--- src/rtl/gate_delay_meter_pkg.sv ---
// rtl/gate_delay_meter_pkg.sv - shared types and constants for the gate delay meter
//
// Purpose: FSM state encoding and synchronizer depth shared by the top and
// the synchronizer sub-module.
package gate_delay_meter_pkg;

  typedef enum logic [1:0] {
    IDLE    = 2'd0,
    SETTLE  = 2'd1,
    MEASURE = 2'd2,
    DONE    = 2'd3
  } state_t;

  localparam int SYNC_STAGES = 2;

endpackage

--- src/rtl/sync_2ff.sv ---
// rtl/sync_2ff.sv - single-bit two-flop synchronizer
//
// Purpose: bring an asynchronous level into the clk domain.
// Ports:
//   clk   - sampling clock, rising edge
//   rst_n - asynchronous active-low reset, clears every stage to 0
//   d     - asynchronous input level
//   q     - synchronized output level
module sync_2ff
  import gate_delay_meter_pkg::*;
(
  input  logic clk,
  input  logic rst_n,
  input  logic d,
  output logic q
);

  logic [SYNC_STAGES-1:0] stages;

  always_ff @(posedge clk or negedge rst_n) begin
    if (!rst_n) begin
      stages <= '0;
    end else begin
      stages <= {stages[SYNC_STAGES-2:0], d};
    end
  end

  assign q = stages[SYNC_STAGES-1];

endmodule

--- src/rtl/gate_delay_meter.sv ---
// rtl/gate_delay_meter.sv - measures the propagation delay of an external gate
//
// Purpose: waits for the gate output to be quiet, toggles the gate input,
// then counts clk cycles until the synchronized gate output changes.
// Ports:
//   clk       - single clock, rising edge
//   rst_n     - asynchronous active-low reset
//   start     - one-cycle request for one measurement (honoured in IDLE only)
//   dut_out   - asynchronous output of the gate under test
//   dut_in    - registered stimulus into the gate under test
//   busy      - high whenever the FSM is not in IDLE
//   done      - one-cycle pulse when a result is valid
//   timeout   - last measurement ran out of count
//   edge_rise - dut_in level launched by the last measurement
//   delay_cnt - measured delay in clk cycles, synchronizer latency included
module gate_delay_meter
  import gate_delay_meter_pkg::*;
#(
  parameter int CNT_W      = 8,
  parameter int TIMEOUT    = 255,
  parameter int SETTLE_CYC = 4
) (
  input  logic             clk,
  input  logic             rst_n,
  input  logic             start,
  input  logic             dut_out,
  output logic             dut_in,
  output logic             busy,
  output logic             done,
  output logic             timeout,
  output logic             edge_rise,
  output logic [CNT_W-1:0] delay_cnt
);

  localparam int SET_W = (SETTLE_CYC > 1) ? $clog2(SETTLE_CYC) : 1;
  localparam logic [SET_W-1:0] SETTLE_LAST = SET_W'(SETTLE_CYC - 1);
  localparam logic [CNT_W-1:0] CNT_MAX     = CNT_W'(TIMEOUT);

  state_t           state;
  logic             sync_out;
  logic             prev_sync;
  logic             ref_level;
  logic [SET_W-1:0] settle_cnt;
  logic [CNT_W-1:0] cnt;

  sync_2ff u_sync (
    .clk   (clk),
    .rst_n (rst_n),
    .d     (dut_out),
    .q     (sync_out)
  );

  always_ff @(posedge clk or negedge rst_n) begin
    if (!rst_n) begin
      state      <= IDLE;
      dut_in     <= 1'b0;
      busy       <= 1'b0;
      done       <= 1'b0;
      timeout    <= 1'b0;
      edge_rise  <= 1'b0;
      delay_cnt  <= '0;
      cnt        <= '0;
      settle_cnt <= '0;
      prev_sync  <= 1'b0;
      ref_level  <= 1'b0;
    end else begin
      // prev_sync tracks sync_out every cycle so the first SETTLE cycle
      // already has a valid previous value to compare against.
      prev_sync <= sync_out;
      done      <= 1'b0;
      case (state)
        IDLE: begin
          if (start) begin
            state      <= SETTLE;
            settle_cnt <= '0;
            timeout    <= 1'b0;
            busy       <= 1'b1;
          end
        end
        SETTLE: begin
          if (sync_out == prev_sync) begin
            if (settle_cnt == SETTLE_LAST) begin
              // Launch: the gate output has been quiet long enough.
              ref_level <= sync_out;
              dut_in    <= ~dut_in;
              edge_rise <= ~dut_in;
              cnt       <= '0;
              state     <= MEASURE;
            end else begin
              settle_cnt <= settle_cnt + SET_W'(1);
            end
          end else begin
            settle_cnt <= '0;
          end
        end
        MEASURE: begin
          // A detected edge wins over the timeout in the same cycle.
          if (sync_out != ref_level) begin
            delay_cnt <= cnt;
            timeout   <= 1'b0;
            done      <= 1'b1;
            state     <= DONE;
          end else if (cnt == CNT_MAX) begin
            delay_cnt <= CNT_MAX;
            timeout   <= 1'b1;
            done      <= 1'b1;
            state     <= DONE;
          end else begin
            cnt <= cnt + CNT_W'(1);
          end
        end
        DONE: begin
          state <= IDLE;
          busy  <= 1'b0;
        end
        default: begin
          state <= IDLE;
          busy  <= 1'b0;
        end
      endcase
    end
  end

endmodule

--- config.mk ---
export PLATFORM = sky130hd
export DESIGN_NAME = gate_delay_meter
export DESIGN_NICKNAME = d
export VERILOG_FILES = /design/src/rtl/gate_delay_meter_pkg.sv /design/src/rtl/sync_2ff.sv /design/src/rtl/gate_delay_meter.sv
export SDC_FILE = /design/constraint.sdc
export NUM_CORES = 1
export LEC_CHECK = 0
export ABC_AREA = 0
export BUFFER_PORTS_ARGS = -buffer_cell sky130_fd_sc_hd__buf_2
export CAP_MARGIN = 0
export CORE_MARGIN = 2
export CORE_UTILIZATION = 40
export DETAILED_ROUTE_END_ITERATION = 8
export PLACE_DENSITY = 0.6
export SLEW_MARGIN = 25
export SYNTH_ARGS = -nofsm -noshare
export SYNTH_HDL_FRONTEND = slang
export SYNTH_SLANG_ARGS = --single-unit
--- constraint.sdc ---
create_clock -name clk -period 1.95 [get_ports clk]
set_clock_uncertainty 0.2 [all_clocks]
set_input_delay 0.0975 -clock clk [delete_from_list [all_inputs] [get_ports clk]]
set_output_delay 0.0975 -clock clk [all_outputs]
set_load 0.03 [all_outputs]
* Word-level counts from Yosys, hierarchy flattened
Index checks and enable logic that the tools add are counted.
Operators by class: bitwise operators 1, $add $sub $neg 2, mux-type cells 26, equality and inequality tests 14, reduce and logical (&&, ||, !) cells 13
Operators by type and width (count):
- 8-bit two-way mux | 6
- 2-bit two-way mux | 8
- 8-bit one-hot mux with 2 select lines | 1
- 2-bit != test (second input constant) | 5
- 2-bit nonzero test | 5
- 3-bit AND reduction | 3
- 8-bit by 1-bit adder with 8-bit output (second input constant) | 1
- 8-bit == test (second input constant) | 1
- 2-bit one-hot mux with 4 select lines | 1
- 1-bit two-way mux | 7
- 2-bit == test (second input constant) | 3
- 3-bit != test (second input constant) | 2
- 5-bit AND reduction | 1
- 1-bit one-hot mux with 2 select lines | 2
- 2-bit one-hot mux with 2 select lines | 1
- 2-bit AND reduction | 2
- 4-bit AND reduction | 1
- 2-bit by 1-bit adder with 2-bit output (second input constant) | 1
- 2-bit by 1-bit == test with 1-bit output (second input constant) | 1
- 2-bit zero test | 1
- 1-bit == test | 1
- 1-bit != test | 1
- 1-bit NOT | 1
Storage, ports and cells: output and inout bits 13, word-level logic and storage cells 67, input port bits 4, register bits after elaboration 28

* Longest topological paths before layout
word-level depth 4, depth in mapped cells 7, depth with buffers taken out 6

* By module
Synthesis repeated with hierarchy kept, for this count alone.
Unflattened totals: cells, all modules 130, area total of the unflattened synthesis 1420.1 µm²
By module, submodules not included:
- gate_delay_meter | times used 1, cells each 128, area each 1370.1 µm²
- sync_2ff | times used 1, cells each 2, area each 50.0 µm²

* Worst setup path before layout
OpenSTA, ideal clock, no wires.
path kind register to register, start point register state[0], end point register state[1], setup slack 0.063 ns, stages on the path, launching flop included 7, required time 1.625 ns, setup time 0.125 ns, period minus slack after synthesis 1.887 ns, arrival 1.562 ns, cell sequence dfrtp_1 > inv_1 > ha_1 > clkbuf_1 > nand2_1 > o21ai_2 > mux2_4
Between the ends: longest elaborated chain between the ends 3, elaborated cells between the ends (all ways) 10, classes of those cells eq/ne (7); mux (1); reduce/logical (2)
Ends and longest elaborated chain:
- start: declaration | RTL line gate_delay_meter.sv:39 | state_t state;
- start signal: assignment | RTL line gate_delay_meter.sv:55 | state <= IDLE;
- start signal: assignment | RTL line gate_delay_meter.sv:74 | state <= SETTLE;
- start signal: assignment | RTL line gate_delay_meter.sv:88 | state <= MEASURE;
- 2-bit == test, or another cell as far along | RTL line gate_delay_meter.sv:71 | case (state)
- 3-bit != test (no line) / 2-bit != test (equally long branches)
- 4-bit AND reduction (no line)
Parallel ways exist; a longest one is shown, timed or not. A chain may end at the register's enable or synchronous reset.

* Worst setup path after layout
start point register state[1], end point register state[1]
Same word-level chain as after synthesis.

==> results by group <==
Run status
  • Outcome: complete, no violations

Detailed routing
  • Drt via density: 5.37
  • Drt pass-1 iters: 4
  • DR WL/cell: 15.0 um
  • Via count: 1,085
  • Wirelength, routed: 3040 um
  • Post-route ant nets: 0
  • Initial DRC Count: 28
  • DRC Markers: 0

Synth
  • Post-Synth XOR/XNOR Area: 2.97%
  • Mux share of post-synthesis cell area: 3.24%
  • Post-Syn Area: 0.00143 sq mm
  • Largest family of logic cells by synthesized area: compound AO/OA/AOI/OAI gates
  • Compound-gate portion of the synthesized area: 23.3%
  • Post-Synth Adder-Cell Area: 6.12%
  • Seq/Total Area, Yosys: 49.0%
  • Unique masters post-synth: 37
  • Syn_area_per_cell: 11.0 sq um
  • Ys Warns: 0
  • Yosys reg bits: 28
  • Post-Synth Simple-Gate Area: 11.3%
  • Gate Count Post-Synth: 130
  • Syn Nets: 141

Place
  • Buffers added on ports: 16
  • DP HPWL: 2150 um
  • GPL Wtd Cong: 0.791
  • Dpl ws: 0.0201 ns

Clock tree
  • Max Buffers Root-to-Sink: 2
  • CTS tree: built
  • Clock transition at the registers of the reported paths: 0.15 ns
  • Worst-Skew Late Latency: 0.34 ns
  • H-tree depth: 1
  • Num CTS Buffers: 3
  • Clk sinks: 28
  • Clk root buf: clkbuf_4

Worst setup path
  • Worst Setup EP: state[1]
  • CP Launch Point: state[1]
  • Crit-path cells: inv_1 > ha_1 > nor2b_1 > a211oi_2 > o21ai_2 > mux2_4
  • Stages on worst setup path: 6
  • Crit path buf inv count: 1
  • CP Max Fanout: 4
  • Kind of cell adding the most delay to the critical path: flip-flops
  • Crit path arrival time: 1.90 ns
  • Largest stage delay on the critical path: 0.44 ns
  • Worst R2R Start: state[1]
  • Crit end category: flip-flop
  • CP Launch Type: flip-flop
  • Kind of critical path: flip-flop to flip-flop
  • Worst r2r path cells: 6
  • Slowest stage cell, crit path: dfrtp_1
  • R2R Path End: state[1]
  • FF-to-FF setup slack: 0.09 ns
  • CP required: 1.99 ns

Global route
  • Vias in the first global route: 1,033
  • Global-route wire length before repair: 5030 um
  • Largest net degree at the start of global routing: 29
  • Gr usage total: 15.8%
  • Initial antenna violation count: 0
  • GR Overflow Total: 0

Die
  • Die Area: 0.00407 sq mm
  • Die W: 63.8 um
  • Core Box Area: 0.00339 sq mm
  • Initial Utilization: 42.2%
  • Cell row count: 21
  • # IOs: 17
  • Die Ht: 63.8 um

Timing
  • Setup ws final: 0.0922 ns
  • Total Neg Setup Slack: 0 ns
  • Fmax: 538 MHz
  • Setup-failing EPs final: 0
  • Period utilisation layout: 95.3%
  • Worst-Margin Slew: 0.614 ns
  • Final Max Slew Viols: 0
  • Slew margin rel.: 59.1%
  • Fin crit period: 1.86 ns
  • Final hold violations: 0
  • Min Hold Slack: 0.0841 ns

Finish
  • Nets@finish: 168
  • N_diodes: 0
  • Area Growth Syn to Fin: 20.6%
  • Share of layout cells above drive strength 1: 25.6%

Power and ir drop
  • Total power: 2480 uW
  • PwrDens: 1440 mW/mm^2
  • P_leak: 0.000768 uW
  • Max IR drop VDD: 0.000628 V

Run
  • # Max-Cap Violations: 0

Hold path
  • Worst Hold Class: primary input to async pin
[timing repair]
action / 4_1_cts / 5_1_grt
endpoints found under the setup margin: 2 / 10
endpoints found under the hold margin: 31 / 0
setup buffers: 0 / 2
hold buffers: 3 / 0
resized for setup: 2 / 4
[placed cells by master, fill, tap and decap left out, types with 2 or more instances in the layout]
cell type / count
dfrtp_1: 28
buf_2: 16
o21ai_0: 10
o31ai_1: 10
nand2_1: 9
o22a_1: 8
buf_4: 8
nor2_1: 7
ha_1: 5
inv_1: 4
nand3_1: 4
nand4_1: 3
and3_1: 3
a21oi_1: 3
clkbuf_4: 3
dlygate4sd3_1: 3
xor2_1: 2
nor2b_1: 2
mux2i_1: 2
nand2b_1: 2
a31oi_1: 2
nor4_1: 2
[per-layer routing]
metal  up-vias  track usage, %  share of wire, %
met5         -               0                 0
met4         0            7.07               1.7
met3         5            1.76               1.5
met2         9            24.6                48
met1       534            22.2                48
li1        537               -                 -
[cell families (layout without fill, tap and decap cells)]
logic type	Yosys count	count (layout)
buffers and inverters	10	36
AND/OR/NAND/NOR	33	33
multiplexers	4	4
XOR/XNOR	4	4
flip-flops	28	28
adder cells (fa/ha/maj)	7	7
AO/OA/AOI/OAI	44	44
[synthesized netlist by cell type]
library cell   n  area share, %
dfrtp_1       28             49
o21ai_0       10            3.5
o31ai_1       10            5.2
nand2_1        9            2.4
o22a_1         8            4.9
ha_1           7            6.1
nor2_1         7            1.8
inv_1          4            1.0
nand3_1        4            1.4
a21oi_1        3            1.0
and3_1         3            1.3
nand4_1        3            1.3
a211oi_1       2            1.0
a31oi_1        2           0.87
buf_2          2           0.70
buf_6          2            1.6
mux2i_1        2            1.4
nand2b_1       2           0.87
nor2b_1        2           0.87
nor4_1         2           0.87
xor2_1         2            1.2
a22o_1         1           0.61
a2bb2oi_1      1           0.61
a2bb2oi_2      1            1.0
a311o_1        1           0.70
buf_4          1           0.53
clkbuf_1       1           0.26
mux2_2         1           0.79
mux2_4         1            1.0
o211ai_1       1           0.53
o21ai_2        1           0.61
o22ai_2        1           0.87
o31ai_2        1           0.87
o41a_1         1           0.79
or2_0          1           0.44
xnor2_1        1           0.61
xor2_2         1            1.1
[power by group]
part / switching, uW / internal, uW
registers: 111 / 747
logic: 731 / 507
clock network: 179 / 208
[sequential cells by signal, indices dropped and copies added (netlist names)]
name	cells
cnt	8
edge_rise	1
timeout	1
settle_cnt	2
u_sync.stages	2
prev_sync	1
state	2
ref_level	1
delay_cnt	8
busy	1
done	1
[final cells by class]
type | instances | area (sq um)
clock buffer | 3 | 22.5
inverter | 4 | 15.0
clock inverter | 1 | 30.0
fill | 306 | 1660
timing repair buffer | 28 | 190
sequential | 28 | 701
tap | 46 | 57.6
multi-input combinational | 92 | 709
[how the worst min path moves through the flow]
stage,startpoint,end,slack [ns],depth (start not counted)
2_1_floorplan,rst_n,busy,-0.40,0
3_3_place_gp,rst_n,edge_rise,-0.06,1
3_5_place_dp,rst_n,edge_rise,-0.04,1
4_1_cts,rst_n,cnt[5],0.12,2
5_1_grt,rst_n,cnt[3],0.15,2
6_report,rst_n,cnt[5],0.08,2
[metrics by stage]
step | cells | utilization [%] | instance area, sq um
after floorplan | 130 | - | 1430
after global placement | 193 | 46.9 | 1590
after detailed placement | 193 | 46.9 | 1590
after CTS | 200 | 49.7 | 1690
after global routing | 202 | 50.9 | 1730
final | 202 | 50.9 | 1730
Note: power is estimated with default switching activity, not from simulation.
